## src/rtl/rx_bit_timer.sv

```systemverilog
// rtl/rx_bit_timer.sv - USB 1.1 receive bit timer and word framer
//
// Recovers the bit clock from an oversampled NRZI line. The phase counter
// re-phases on every d_edge; shift_en is a registered one-cycle strobe issued
// at SAMPLE_PHASE of each bit period. Non-stuffed strobes are counted into
// words and word_rcvd pulses for one cycle when a word completes.
//
// Optional feature: define RX_BIT_TIMER_SYNC_CHK_EN to build the edge-loss
// detector (run counter + sticky sync_err). Without it sync_err is tied low.
//
// Ports:
//   clk        in   system clock, rising edge
//   n_rst      in   asynchronous active-low reset
//   d_edge     in   one-cycle pulse on a line transition
//   rcving     in   high for the duration of a packet
//   bit_stuff  in   current sample is a stuffed bit
//   shift_en   out  one-cycle sample strobe
//   word_rcvd  out  one-cycle pulse, cycle after the strobe taking the last bit
//   bit_cnt    out  non-stuffed bits accepted in the current word
//   sync_err   out  sticky loss-of-transition flag

module rx_bit_timer #(
    parameter int CLKS_PER_BIT  = 8,
    parameter int SAMPLE_PHASE  = 3,
    parameter int BITS_PER_WORD = 8,
    parameter int MAX_RUN       = 7
) (
    input  logic                               clk,
    input  logic                               n_rst,
    input  logic                               d_edge,
    input  logic                               rcving,
    input  logic                               bit_stuff,
    output logic                               shift_en,
    output logic                               word_rcvd,
    output logic [$clog2(BITS_PER_WORD+1)-1:0] bit_cnt,
    output logic                               sync_err
);

    localparam int PW = $clog2(CLKS_PER_BIT);
    localparam int CW = $clog2(BITS_PER_WORD + 1);

    localparam logic [PW-1:0] LAST_PH   = PW'(CLKS_PER_BIT - 1);
    localparam logic [PW-1:0] SAMPLE_PH = PW'(SAMPLE_PHASE);
    localparam logic [CW-1:0] LAST_BIT  = CW'(BITS_PER_WORD - 1);

    if (CLKS_PER_BIT < 2 || SAMPLE_PHASE < 0 || SAMPLE_PHASE >= CLKS_PER_BIT ||
        BITS_PER_WORD < 2 || MAX_RUN < 1) begin : g_param_check
        $error("rx_bit_timer: illegal parameter set");
    end

    logic [PW-1:0] phase;
    logic [PW-1:0] eph;

    // An edge forces phase 0 in its own cycle, so an edge landing on the
    // would-be sample point suppresses that strobe.
    always_comb begin
        eph = phase;
        if (d_edge) begin
            eph = '0;
        end
    end

    always_ff @(posedge clk or negedge n_rst) begin
        if (!n_rst) begin
            phase     <= '0;
            shift_en  <= 1'b0;
            word_rcvd <= 1'b0;
            bit_cnt   <= '0;
        end else if (!rcving) begin
            // Idle also discards any partial word.
            phase     <= '0;
            shift_en  <= 1'b0;
            word_rcvd <= 1'b0;
            bit_cnt   <= '0;
        end else begin
            phase     <= (eph == LAST_PH) ? '0 : eph + 1'b1;
            shift_en  <= (eph == SAMPLE_PH);
            word_rcvd <= 1'b0;
            // Stuffed bits are strobed but not counted.
            if (shift_en && !bit_stuff) begin
                if (bit_cnt == LAST_BIT) begin
                    bit_cnt   <= '0;
                    word_rcvd <= 1'b1;
                end else begin
                    bit_cnt <= bit_cnt + 1'b1;
                end
            end
        end
    end

`ifdef RX_BIT_TIMER_SYNC_CHK_EN
    localparam int RW = $clog2(MAX_RUN + 2);
    localparam logic [RW-1:0] RUN_LIMIT = RW'(MAX_RUN + 1);

    logic [RW-1:0] run_cnt;

    // Counts strobes since the last edge; saturates one past the allowed run.
    always_ff @(posedge clk or negedge n_rst) begin
        if (!n_rst) begin
            run_cnt  <= '0;
            sync_err <= 1'b0;
        end else if (!rcving) begin
            run_cnt  <= '0;
            sync_err <= 1'b0;
        end else begin
            if (d_edge) begin
                run_cnt <= '0;
            end else if (shift_en && run_cnt != RUN_LIMIT) begin
                run_cnt <= run_cnt + 1'b1;
            end
            if (run_cnt == RUN_LIMIT) begin
                sync_err <= 1'b1;
            end
        end
    end
`else
    assign sync_err = 1'b0;
`endif

endmodule

```

## config.mk

```make
export PLATFORM = sky130hd
export DESIGN_NAME = rx_bit_timer
export DESIGN_NICKNAME = d
export VERILOG_FILES = /design/src/rtl/rx_bit_timer.sv
export SDC_FILE = /design/constraint.sdc
export NUM_CORES = 1
export LEC_CHECK = 0
export ABC_AREA = 1
export BUFFER_PORTS_ARGS = -buffer_cell sky130_fd_sc_hd__buf_2
export CORE_AREA = 5 5 42 44
export CTS_BUF_LIST = sky130_fd_sc_hd__clkbuf_2
export DETAILED_ROUTE_END_ITERATION = 6
export DIE_AREA = 0 0 47 49
export PLACE_DENSITY = 0.57
export SYNTH_ARGS = -nofsm -noshare
export SYNTH_HDL_FRONTEND = slang
export SYNTH_SLANG_ARGS = --single-unit
```

## constraint.sdc

```tcl
create_clock -name clk -period 2.4 [get_ports clk]
set_input_delay 0.36 -clock clk [delete_from_list [all_inputs] [get_ports clk]]
set_output_delay 0.36 -clock clk [all_outputs]
set_load 0.005 [all_outputs]
```

==> results.toml, run 1 <==
[worst_setup_path]
critical_path_arrival_ns = 1.33
path_class = "register to register"
setup.worst_path.start_class = "register"
timing.critical_path.fanout_max = 6
critical_path.endpoint_type = "register"
timing.critical_path.required_ns = 2.54

[detailed_routing]
dr.first_iter.drc_count = 3
drc_errors = 0
routed-via-count = 368
wirelength_um = 828
route.detailed.vias_per_inst = 4.33
dr.pass1.iters = 2
avgRoutedWirePerCell_um = 9.74
final_antenna_net_count = 0

[power]
power.share.combinational = 0.068
netSwitchingPower_w = 0.0000648
power.static_leakage_nw = 0.334
internal_power_w = 0.000205
power_density_mw_per_mm2 = 490
seqPwrFrac = 0.573
sw_frac_of_total = 0.240
power.total_w = 0.000270
worst_ir_drop_on_vdd_mv = 0.202
clockPowerShare = 0.359

[clock_network]
cts-root-to-sink-buffers = 2
cts_root_buffer = "clkbuf_2"
clock-sinks = 9
post-cts-setup-buffer-count = 0
path_clk_slew_ns = 0.09
clk-insertion-delay-late_ns = 0.24
htreeDepth = 1
cts_inserted_buffers = 3
tritoncts_clock_tree = "yes"

[layout]
layout_common_cells = "nand2_1, buf_2, inv_1, dfrtp_1, nor2_1"
insertedDiodeCount = 0
area.growth.synth_to_final_pct = 20.2
final_cell_area_um2 = 551
layout-drive-gt1-share = 0.290
final_net_count = 78
finish.utilization = 0.393
layout_commonest_cell = "nand2_1"
layout.filler_cells = 159

[sta]
setup_viol_count_final = 0
clock-skew-final_ns = 0.000617
max_freq_mhz = 835
fin_crit_sh = 0.499
setup_tns_ns = 0
timing_max_transition_violations_final = 0
setup_repair_after_global_routing_missed_its_margin = "no"
hold_viol = 0
post-route-min-period_ns = 1.20

[grt]
grt_use_total = 0.0999
grt_antenna_before_repair = 0
grt_first_pass_wirelength_um = 1610
grt_start_max_net_pins = 10
number_of_global_route_vias_before_repair = 388
global_route.overflow_total = 0

[yosys]
yosysSeqAreaShare = 0.492
syn-mean-instance-area_um2 = 8.33
netlist_area_um2 = 458
ys_seq_elements = 9
ys.warnings.count = 0
synthesis.nets = 63
yosys.cell_types.count = 15
post_synth_inst_count = 55

[placement]
gp_routability_congestion = 0.715
dpl-instance-area_um2 = 520
port_buffers = 10
hpwl_um = 666

[floorplan]
fp.dieW_um = 47
ios = 12
die_area_mm2 = 0.00230
die_h_um = 49
initial_standard_cell_utilization_of_the_core = 0.327
num_rows = 14
core_mm2 = 0.00140

[outcome]
outcome = "finished clean"

[worst_hold_path]
type_of_the_tightest_min_delay_check = "input pin to register"

[job]
drv.max_cap_violation_count = 0
registers in the layout, indices dropped and copies added, names as in the netlist:
name and count:
phase 3, word_rcvd 1, shift_en 1, bit_cnt 4
cells by family after synthesis:
group                      after synthesis  share of synthesized area
buffers and inverters                   11                     0.0984
DFF                                      9                      0.492
adders and majority gates                3                     0.0820
other                                    1                    0.00819
and+or+nand+nor                         31                      0.320
synth_stat cells:
cell type / n / area (um^2)
nand3_1: 2 / 10.0
or2_2: 1 / 6.26
nand3_2: 1 / 10.0
nor2_1: 5 / 18.8
nor2_4: 1 / 11.3
nor3_1: 1 / 5.00
nand4_1: 2 / 12.5
conb_1: 1 / 3.75
nand2_1: 16 / 60.1
inv_2: 1 / 3.75
buf_4: 1 / 7.51
nor2_2: 2 / 12.5
dfrtp_1: 9 / 225
inv_1: 9 / 33.8
ha_1: 3 / 37.5
layer usage:
layer,part of all wire,track usage,up-vias
met5,0,0,-
met4,0.012,0.0829,0
met3,0.060,0.0332,2
met2,0.53,0.143,7
met1,0.40,0.114,168
li1,-,-,191
critical path, cell delays in order (launching register included):
cell and delay, ns:
dfrtp_1 0.44, ha_1 0.23, or2_2 0.29, nand4_1 0.07
nand2_1 0.06
path summary, 6_finish.rpt:
check                            from    endpoint  slack, ns  cells after the start
setup / recovery           bit_cnt[0]  bit_cnt[2]       1.20                      4
hold / removal                 rcving    shift_en       0.38                      3
setup reg to reg           bit_cnt[0]  bit_cnt[2]       1.20                      4
hold reg to reg            bit_cnt[3]   word_rcvd       0.54                      1
max in group asynchronous       n_rst    phase[1]       1.72                      2
min in group asynchronous       n_rst  bit_cnt[2]       0.50                      2
timing repair:
action                                 CTS  global route
hold buffers                             1             0
endpoints found under the hold margin    9             0
gates resized for setup                  0             0
stage by stage:
stage | instances | setup WS, ns | hold WS (ns)
global route | 85 | 1.11 | 0.356
global placement | 80 | 1.24 | 0.223
detailed placement | 80 | 1.21 | 0.226
floorplan | 55 | 1.27 | 0.0644
CTS | 85 | 1.18 | 0.366
finish | 85 | 1.20 | 0.380
power groups by stage:
stage / Combinational, W / Sequential, W / Clock [W]
CTS: 0.0000192 / 0.000155 / 0.000103
finish: 0.0000184 / 0.000155 / 0.0000968
global route: 0.0000222 / 0.000155 / 0.000115
detailed placement: 0.0000179 / 0.000158 / 0
global placement: 0.0000177 / 0.000158 / 0
floorplan: 0.00000909 / 0.000157 / 0
layout make-up:
type | instances | area (um^2) | share of cell area
multi-input cells | 35 | 188 | 0.341
well taps | 16 | 20.0 | 0.0364
inverters | 10 | 37.5 | 0.0682
flip-flops and latches | 9 | 225 | 0.409
repair buffers | 11 | 60.1 | 0.109
clock buffers | 4 | 20.0 | 0.0364
Note: power is estimated with default switching activity, not from simulation.
==> run 2: changes to the inputs <==
- clock period: 2.4 -> 1.2 ns (I/O delays scaled with it)
==> run 2 against run 1 <==
Compared with the run above:
- sequential cell count did not move
- clock skew rose by 0.0073 ns
- utilization rose by 1.1 points
- non-clock buffer count rose by 2
- hold slack got worse by 0.17 ns
- critical path depth did not move
- fmax rose by 9.2%
- power rose by 98%
- design area rose by 2.7%
- via count rose by 6.3%
- critical path type unchanged
- critical endpoint unchanged
==> results.toml, run 2 (synthesized netlist as in run 1, its figures left out) <==
[outcome]
outcome = "finished clean"

[worst_setup_path]
critical_path_arrival_ns = 1.23
path_delay_family = "simple AND/OR/NAND/NOR gates"
worstPathBufferInverterCount = 0
setup.reg_to_reg.worst_slack_ns = 0.10
path_class = "register to register"
setup.worst_path.start_class = "register"
ff2ff_path_depth = 4
timing.critical_path.required_ns = 1.33
crit-reg2reg-capture = "bit_cnt[2]"
critPathSlowestCell = "dfrtp_1"
timing.critical_path.cells = "ha_1 > or2_2 > nand4_1 > nand2_1"
cp_slowest_stage_delay_ns = 0.38
crit_start = "bit_cnt[0]"
timing.rr.start = "bit_cnt[0]"
critical_path.endpoint_type = "register"
timing.critical_path.fanout_max = 2

[floorplan]
num_rows = 14
initial_standard_cell_utilization_of_the_core = 0.327
core_mm2 = 0.00140
fp.dieW_um = 47
ios = 12
die_area_mm2 = 0.00230
die_h_um = 49

[clock_network]
cts-root-to-sink-buffers = 2
cts_root_buffer = "clkbuf_2"
clk-insertion-delay-late_ns = 0.24
cts_inserted_buffers = 3
clock-sinks = 9
tritoncts_clock_tree = "yes"
cts_resized = 0
htreeDepth = 1
path_clk_slew_ns = 0.09

[job]
drv.max_cap_violation_count = 0

[sta]
clock-skew-final_ns = 0.00790
max_freq_mhz = 913
setup_viol_count_final = 0
post-route-min-period_ns = 1.10
setup_tns_ns = 0
fin_crit_sh = 0.913
setup_ws_ns = 0.104
timing_max_transition_violations_final = 0
setup_repair_after_global_routing_missed_its_margin = "no"
hold_viol = 0

[detailed_routing]
dr.pass1.iters = 4
avgRoutedWirePerCell_um = 9.43
dr.first_iter.drc_count = 4
final_antenna_net_count = 0
drc_errors = 0
route.detailed.vias_per_inst = 4.49
routed-via-count = 391
wirelength_um = 820

[layout]
final_net_count = 80
layout_commonest_cell = "nand2_1"
registers.top_by_ff_count = "bit_cnt"
layout-drive-gt1-share = 0.310
layout_common_cells = "nand2_1, buf_2, inv_1, dfrtp_1, nor2_1"
largest_register_ffs = 4
insertedDiodeCount = 0
area.growth.synth_to_final_pct = 23.5
largest_regs = "bit_cnt: 4 flops, phase: 3 flops"

[placement]
hpwl_um = 649
gp_routability_congestion = 0.692
pre_cts_slack_ns = 0.104
port_buffers = 10

[grt]
met2_usage = 0.109
grt_first_pass_wirelength_um = 1440
grt_use_total = 0.0874
number_of_global_route_vias_before_repair = 347
grt_start_max_net_pins = 10
grt-busiest-layer = "met1"
global_route.overflow_total = 0
grt_antenna_before_repair = 0
grt.met1_usage = 0.129
global_routing_met3_resource_utilization = 0.0221

[worst_hold_path]
worst_hold_path.endpoint = "shift_en"
holdCritStartpoint = "rcving"
type_of_the_tightest_min_delay_check = "input pin to register"
hold_depth = 3

[power]
worst_ir_drop_on_vdd_mv = 0.518
power_density_mw_per_mm2 = 946
power.static_leakage_nw = 0.345
run 2: changes by cell type in the layout (fill, tap and decap cells not counted):
cell,delta
buf_4,+2
run 2: worst max path at each step:
| stage | endpoint | slack [ns] | depth (start not counted) |
|---|---|---|---|
| 6_report | bit_cnt[2] | 0.10 | 4 |
| 3_5_place_dp | bit_cnt[2] | 0.10 | 4 |
| 3_3_place_gp | bit_cnt[2] | 0.13 | 4 |
| 5_1_grt | bit_cnt[2] | 0.04 | 4 |
| 2_1_floorplan | bit_cnt[2] | 0.07 | 4 |
| 4_1_cts | bit_cnt[2] | 0.09 | 4 |
run 2: metrics by stage:
| step | total power, W | cells | hold WS, ns | util | area [um^2] |
|---|---|---|---|---|---|
| after CTS | 0.000548 | 87 | 0.199 | 0.404 | 566 |
| after floorplan | 0.000333 | 55 | -0.116 | - | 458 |
| after global placement | 0.000350 | 82 | 0.0432 | 0.382 | 536 |
| after global routing | 0.000572 | 87 | 0.204 | 0.404 | 566 |
| final | 0.000535 | 87 | 0.206 | 0.404 | 566 |
| after detailed placement | 0.000351 | 82 | 0.0442 | 0.382 | 536 |
run 2: worst min-delay path, delay by kind of cell:
kind,cells,cell delay (ns)
AND/OR/NAND/NOR,1,0.06
buffers and inverters,2,0.17
run 2: per-layer routing:
metal / part of all wire / wire length, um
met5: 0 / 0
met4: 0.0085 / 7
met3: 0.063 / 52
met2: 0.49 / 402
met1: 0.44 / 358
run 2: cell type report:
class | count | area [um^2]
repair buffers | 13 | 75.1
multi-input cells | 35 | 188
inverters | 10 | 37.5
fillers | 152 | 836
clock buffers | 4 | 20.0
flip-flops and latches | 9 | 225
well taps | 16 | 20.0
run 2: timing repair:
item	CTS	global route
hold endpoints to repair	9	0
hold buffers	1	0
setup buffers	0	0
run 2: power by group:
| group | leakage, nW | internal [W] | switching, W | total (W) |
|---|---|---|---|---|
| Combinational | 0.205 | 0.0000139 | 0.0000234 | 0.0000373 |
| Sequential | 0.123 | 0.000308 | 0.00000133 | 0.000309 |
| Clock | 0.0166 | 0.0000887 | 0.000100 | 0.000189 |
| Total | 0.345 | 0.000410 | 0.000125 | 0.000535 |
